`src/rtl/nibble_serial_sub8.sv`:
```
// Multi-cycle unsigned subtractor: diff = a - b - b_in, computed one SLICE-bit
// slice per clock through a single add slice, with a start/busy/done handshake.
module nibble_serial_sub8 #(
    parameter int WIDTH = 8,
    parameter int SLICE = 4
) (
    input  logic             clk,
    input  logic             rst_n,
    input  logic             start,
    input  logic [WIDTH-1:0] a,
    input  logic [WIDTH-1:0] b,
    input  logic             b_in,
    output logic [WIDTH-1:0] diff,
    output logic             b_out,
    output logic             busy,
    output logic             done
);

    localparam int NPASS = WIDTH / SLICE;
    localparam int KW    = (NPASS > 1) ? $clog2(NPASS) : 1;
    localparam logic [KW-1:0] LAST_K = KW'(NPASS - 1);

    typedef enum logic {
        IDLE = 1'b0,
        RUN  = 1'b1
    } state_t;

    state_t           state_q, state_d;
    logic [KW-1:0]    k_q, k_d;
    logic [WIDTH-1:0] a_q, a_d;
    logic [WIDTH-1:0] b_q, b_d;
    logic             carry_q, carry_d;
    logic [WIDTH-1:0] part_q, part_d;
    logic [WIDTH-1:0] diff_q, diff_d;
    logic             bout_q, bout_d;
    logic             busy_q, busy_d;
    logic             done_q, done_d;

    logic [SLICE-1:0] a_k_s;
    logic [SLICE-1:0] b_k_s;
    logic [SLICE:0]   sum_s;
    logic             c_next_s;
    logic [WIDTH-1:0] part_ins_s;

    // Shared slice adder: subtraction as a + ~b + carry, carry seeded with ~b_in.
    always_comb begin
        a_k_s      = a_q[k_q*SLICE +: SLICE];
        b_k_s      = b_q[k_q*SLICE +: SLICE];
        sum_s      = {1'b0, a_k_s} + {1'b0, ~b_k_s} + {{SLICE{1'b0}}, carry_q};
        c_next_s   = sum_s[SLICE];
        part_ins_s = part_q;
        part_ins_s[k_q*SLICE +: SLICE] = sum_s[SLICE-1:0];
    end

    // Next-state and handshake logic; outputs only move on the final slice.
    always_comb begin
        state_d = state_q;
        k_d     = k_q;
        a_d     = a_q;
        b_d     = b_q;
        carry_d = carry_q;
        part_d  = part_q;
        diff_d  = diff_q;
        bout_d  = bout_q;
        busy_d  = busy_q;
        done_d  = 1'b0;
        case (state_q)
            IDLE: begin
                if (start) begin
                    a_d     = a;
                    b_d     = b;
                    carry_d = ~b_in;
                    k_d     = {KW{1'b0}};
                    busy_d  = 1'b1;
                    state_d = RUN;
                end else begin
                    busy_d  = 1'b0;
                end
            end
            RUN: begin
                part_d  = part_ins_s;
                carry_d = c_next_s;
                if (k_q == LAST_K) begin
                    diff_d  = part_ins_s;
                    bout_d  = ~c_next_s;
                    done_d  = 1'b1;
                    busy_d  = 1'b0;
                    k_d     = {KW{1'b0}};
                    state_d = IDLE;
                end else begin
                    k_d     = k_q + KW'(1);
                end
            end
            default: begin
                busy_d  = 1'b0;
                state_d = IDLE;
            end
        endcase
    end

    // State and datapath registers with asynchronous clear.
    always_ff @(posedge clk or negedge rst_n) begin
        if (!rst_n) begin
            state_q <= IDLE;
            k_q     <= {KW{1'b0}};
            a_q     <= {WIDTH{1'b0}};
            b_q     <= {WIDTH{1'b0}};
            carry_q <= 1'b0;
            part_q  <= {WIDTH{1'b0}};
            diff_q  <= {WIDTH{1'b0}};
            bout_q  <= 1'b0;
            busy_q  <= 1'b0;
            done_q  <= 1'b0;
        end else begin
            state_q <= state_d;
            k_q     <= k_d;
            a_q     <= a_d;
            b_q     <= b_d;
            carry_q <= carry_d;
            part_q  <= part_d;
            diff_q  <= diff_d;
            bout_q  <= bout_d;
            busy_q  <= busy_d;
            done_q  <= done_d;
        end
    end

    assign diff  = diff_q;
    assign b_out = bout_q;
    assign busy  = busy_q;
    assign done  = done_q;

endmodule

```
`config.mk`:
```
export PLATFORM = sky130hd
export DESIGN_NAME = nibble_serial_sub8
export DESIGN_NICKNAME = d
export VERILOG_FILES = /design/src/rtl/nibble_serial_sub8.sv
export SDC_FILE = /design/constraint.sdc
export NUM_CORES = 1
export LEC_CHECK = 0
export ABC_AREA = 1
export ABC_CLOCK_PERIOD_IN_PS = 1950
export BUFFER_PORTS_ARGS = -buffer_cell sky130_fd_sc_hd__buf_2
export CAP_MARGIN = 40
export CORE_MARGIN = 4
export CORE_UTILIZATION = 25
export DETAILED_ROUTE_END_ITERATION = 12
export PLACE_DENSITY_LB_ADDON = 0.12
export RECOVER_POWER = 100
export SLEW_MARGIN = 25
export SYNTH_ARGS = -nofsm -noshare
export SYNTH_HDL_FRONTEND = slang
export SYNTH_SLANG_ARGS = --single-unit
```
`constraint.sdc`:
```
create_clock -name clk -period 1.95 [get_ports clk]
set_clock_uncertainty 0.05 [all_clocks]
set_input_delay 0.195 -clock clk [delete_from_list [all_inputs] [get_ports clk]]
set_output_delay 0.195 -clock clk [all_outputs]
set_load 0.02 [all_outputs]
```
After elaboration in Yosys (flattened, before gate mapping)
Cells that the tools add are included.
{"block": "word_totals", "out_inout_bits": 11, "ff_bits": 38, "inputBits": 20, "wordCells": 39}
{"block": "op_classes", "n_eq_ne": 2, "bitwise": 4, "addsub": 4, "shift": 4, "n_mux": 13, "reduce_logical": 2}
{"cell": "negator 3 -> 34 bit", "n": 1}
{"cell": "variable shift 4 x 34 -> 8 bit, first input constant", "n": 1}
{"cell": "variable part select 4 x 34 -> 8 bit", "n": 1}
{"cell": "variable part select 8 x 4 -> 4 bit", "n": 2}
{"cell": "bitwise mux 8 bit", "n": 1}
{"cell": "two-way mux 1 bit", "n": 8}
{"cell": "case mux 1 bit (2 select lines)", "n": 4}
{"cell": "adder 4 x 4 -> 5 bit", "n": 1}
{"cell": "adder 5 x 1 -> 5 bit", "n": 1}
{"cell": "inverter 4 bit", "n": 1}
{"cell": "AND reduction 2 bit", "n": 2}
{"cell": "inverter 1 bit", "n": 3}
{"cell": "!= test 2 x 1 -> 1 bit, second input constant", "n": 1}
{"cell": "!= test 2 bit, second input constant", "n": 1}
{"cell": "adder 1 bit, second input constant", "n": 1}

Longest topological paths before layout
{"block": "logic_depth", "word_depth": 6, "ltp_mapped": 10}

Least setup slack after synthesis
Ideal clock, no wire load.
{"block": "synth_path", "path_kind": "flip-flop to flip-flop", "from": "reg k_q", "to": "reg diff_q[5], in the netlist diff[5]", "arrival_time_ps": 1898, "setup_time_ps": 65, "path_stages_with_launch": 7, "slack_ps": -63, "synth_period_minus_slack_ps": 2013, "cell_sequence": "dfrtp_1 -> buf_2 -> mux2i_1 -> fa_1 -> fa_1 -> or2_2 -> nand2_1"}
{"block": "synth_via", "elab_chain_cells": 6, "elab_cells_between_ends": 10}
{"element": "start: declaration", "line": "29", "rtl": "logic [KW-1:0] k_q, k_d;"}
{"element": "start signal: assignment", "line": "105", "rtl": "k_q <= {KW{1'b0}};"}
{"element": "start signal: assignment", "line": "116", "rtl": "k_q <= k_d;"}
{"element": "variable part select 8 x 4 -> 4 bit", "line": "48", "rtl": "b_k_s = b_q[k_q*SLICE +: SLICE];"}
{"element": "inverter 4 bit", "line": "49", "rtl": "sum_s = {1'b0, a_k_s} + {1'b0, ~b_k_s} + {{SLICE{1'b0}}, carry_q};"}
{"element": "adder 4 x 4 -> 5 bit", "line": "49"}
{"element": "adder 5 x 1 -> 5 bit", "line": "49"}
{"element": "variable part select 4 x 34 -> 8 bit", "line": "52", "rtl": "part_ins_s[k_q*SLICE +: SLICE] = sum_s[SLICE-1:0];"}
{"element": "bitwise mux 8 bit", "line": "52"}
{"element": "end signal: assignment", "line": "110", "rtl": "diff_q <= {WIDTH{1'b0}};"}
{"element": "end signal: assignment", "line": "121", "rtl": "diff_q <= diff_d;"}
{"element": "end: declaration", "line": "34", "rtl": "logic [WIDTH-1:0] diff_q, diff_d;"}
Parallel ways exist; a longest one is shown, timed or not.
A chain may end at the register's enable or synchronous reset.

Worst setup path after layout
Same ends and word-level chain as after synthesis.

==> flow_summary_export.csv <==
group,metric,value,unit
outcome,status,"completed",
detailed_routing,wl_per_cell,12.09,um
floorplan,die_w,86.37,um
synthesis,ys_ff_latch,34,
floorplan,initial_utilization,0.2578,
synthesis,yosysUniqueCellTypes,21,
synthesis,synth-edff-count,0,
placement,gp_congestion,0.7623,
setup_path,start_kind,"register",
layout,finalNetCount,207,
synthesis,synth_commonest_cells,"nand2_1 (40), dfrtp_1 (34), o21ai_0 (9)",
clock_network,cts_num_sinks,34,
sta,slew_violations,0,
power,power.density,1972,nW/um2
global_routing,grt_pass1_vias,1156,
setup_path,worstSetupEndpointType,"register",
synthesis,synth_area,1535,um2
clock_network,cts_buffers,5,
global_routing,overflow,0,
detailed_routing,drt_first_pass_iters,4,
floorplan,rows,28,
detailed_routing,vias_per_cell,4.094,
detailed_routing,vias,1048,
global_routing,grt_max_degree,35,
sta,max_freq,523.1,MHz
synthesis,async_flop_share,1.000,
synthesis,synth.top_cell.area_share,0.5542,
sta,timing.final.crit_share,0.9804,
layout,utilization,0.3229,
synthesis,syn_avg_cell_area,11.04,um2
clock_network,tritoncts,"built",
synthesis,synthesis.nets,164,
clock_network,cts-root-buf,"clkbuf_8",
hold_path,hp-class,"in -> reg",
synthesis,synth_seq_area_share,0.5542,
sta,rsz0062_at_grt,"yes",
power,leakagePower,0.9652,nW
global_routing,antenna_found_initial,0,
detailed_routing,wl,3.094,mm
layout,final-seq-area,850.8,um2
sta,maxSlewHeadroom,0.4500,
setup_path,crit_fanout,3,
setup_path,crit_required,2.12,ns
clock_network,cts_htree_levels,2,
synthesis,ys_warn_count,0,
placement,dp.cells,246,
run,maxCapViolCount,0,
detailed_routing,drtIter0Drc,32,
layout,fillers,622,
placement,dp.final_hpwl,2.356,mm
synthesis,yosys.area.top_type,"dfrtp_1",
synthesis,synth_flop_cell,"dfrtp_1",
layout,antennaDiodeCount,0,
synthesis,yosysMostFrequentCell,"nand2_1",
layout,layout.cells.non_filler,256,
sta,tns,0,ns
layout,multi_input_area,648.1,um2
detailed_routing,ant_nets,0,
floorplan,core,5956,um2
clock_network,cts.clk_slew.worst_paths,0.06,ns
power,vdd_drop_max,0.6135,mV
global_routing,grt_use_total,0.09356,
power,finalPower,3.792,mW
clock_network,clock_latency,0.27,ns
setup_path,worstPathArrival,2.08,ns
layout,drive_gt1_frac,0.3425,
sta,fin_ws,0.03821,ns
floorplan,fp.dieArea,7459,um2
detailed_routing,drcViolationCount,0,
sta,min_period,1.912,ns
synthesis,syn_inst,139,
synthesis,yosys-top-cells-area,"dfrtp_1 (55%), nand2_1 (9.8%), mux2_4 (7.8%)",
sta,tightest_slew,0.8249,ns
global_routing,grt_pass1_wl,5.361,mm
layout,area_growth,25.26,%
sta,report.final.setup_viol,0,
sta,final_hold_viol_count,0,
floorplan,die_y,86.37,um
setup_path,worstSetupPathType,"reg -> reg",
clock_network,cts_buffer_depth,2,
placement,port_buffers,30,
placement,place_ws,-0.04409,ns
floorplan,pin_count,31,
-- cells in the final DEF (no fill, tap or decap) --
cell,Yosys,final
ha_1,3,3
fa_2,0,2
or2_4,0,1
buf_4,0,5
mux2i_2,0,1
buf_6,1,2
or2_2,4,3
mux2_4,8,8
o21ai_0,9,5
clkbuf_2,0,1
mux2i_1,3,2
nand3_1,4,4
dlygate4sd3_1,0,1
mux2_2,8,8
inv_2,1,1
buf_2,2,18
dfrtp_1,34,34
a21oi_1,2,2
a21o_1,1,1
clkinv_1,1,1
nand2_4,1,1
xnor2_2,0,1
nand2_2,0,3
inv_1,8,8
nor2_1,5,6
clkbuf_1,0,12
o21ai_1,0,3
o21ai_2,0,1
clkbuf_8,0,6
nand2_1,40,37
-- critical path, stage by stage, from the launching register on --
cell	delay (ns)
dfrtp_1	0.41
buf_6	0.13
mux2i_2	0.14
fa_2	0.37
fa_2	0.46
or2_4	0.24
nand2_2	0.05
-- logic make-up (layout without fill, tap and decap cells) --
logic type	Yosys count	after routing	share of synthesized area
fa+ha+maj	5	5	0.05053
compound gates	12	12	0.04075
xor+xnor	1	1	0.005706
flops	34	34	0.5542
buf+inv	13	55	0.03830
simple gates	55	55	0.1540
mux	19	19	0.1565
-- sequential cells by signal, summed over array words and instances, names as in the netlist --
register / cells
a_q: 8
b_out: 1
b_q: 8
busy: 1
carry_q: 1
diff: 8
done: 1
k_q: 1
part_q: 4
state_q: 1
-- path summary, 6_finish.rpt --
path	depth (start not counted)	from	endpoint	slack (ns)
worst max-delay path	6	k_q	diff[5]	0.04
worst min-delay path	2	b[7]	b_q[7]	0.1
worst max register to register	6	k_q	diff[5]	0.04
worst min register to register	2	diff[0]	diff[0]	0.43
max in group asynchronous	3	rst_n	a_q[7]	0.41
min in group asynchronous	2	rst_n	done	0.48
-- layer usage --
layer	wire length [um]	up-vias	share of wire	GRT usage
li1	-	530	-	-
met1	1413	478	0.46	0.1249
met2	1412	36	0.46	0.1377
met3	231	4	0.075	0.03042
met4	37	0	0.012	0.04249
met5	0	-	0	0
-- power by group --
part	switching, mW	internal (mW)
Combinational	1.07	0.942
Clock	0.218	0.272
Sequential	0.216	1.07
Total	1.50	2.29
-- per-stage QoR --
stage	area (um2)	hold WS, ns
final	1923	0.09805
after global routing	1923	0.08202
after CTS	1901	0.08827
after detailed placement	1798	0.2570
after global placement	1798	0.2622
after floorplan	1540	-0.1506
-- what timing repair did --
action,in CTS,in global routing
resized for setup,3,11
endpoints found under the hold margin,34,0
buffers inserted,0,2
pin swaps,0,3
hold buffers,1,0
setup endpoints to repair,5,8
-- layout make-up --
type,instances,area share
Tap cell,75,0.04880
Clock buffer,6,0.04294
Multi-Input combinational cell,92,0.3370
Inverter,10,0.01952
Sequential cell,34,0.4424
Timing Repair Buffer,39,0.1093
Note: power is estimated with default switching activity, not from simulation.
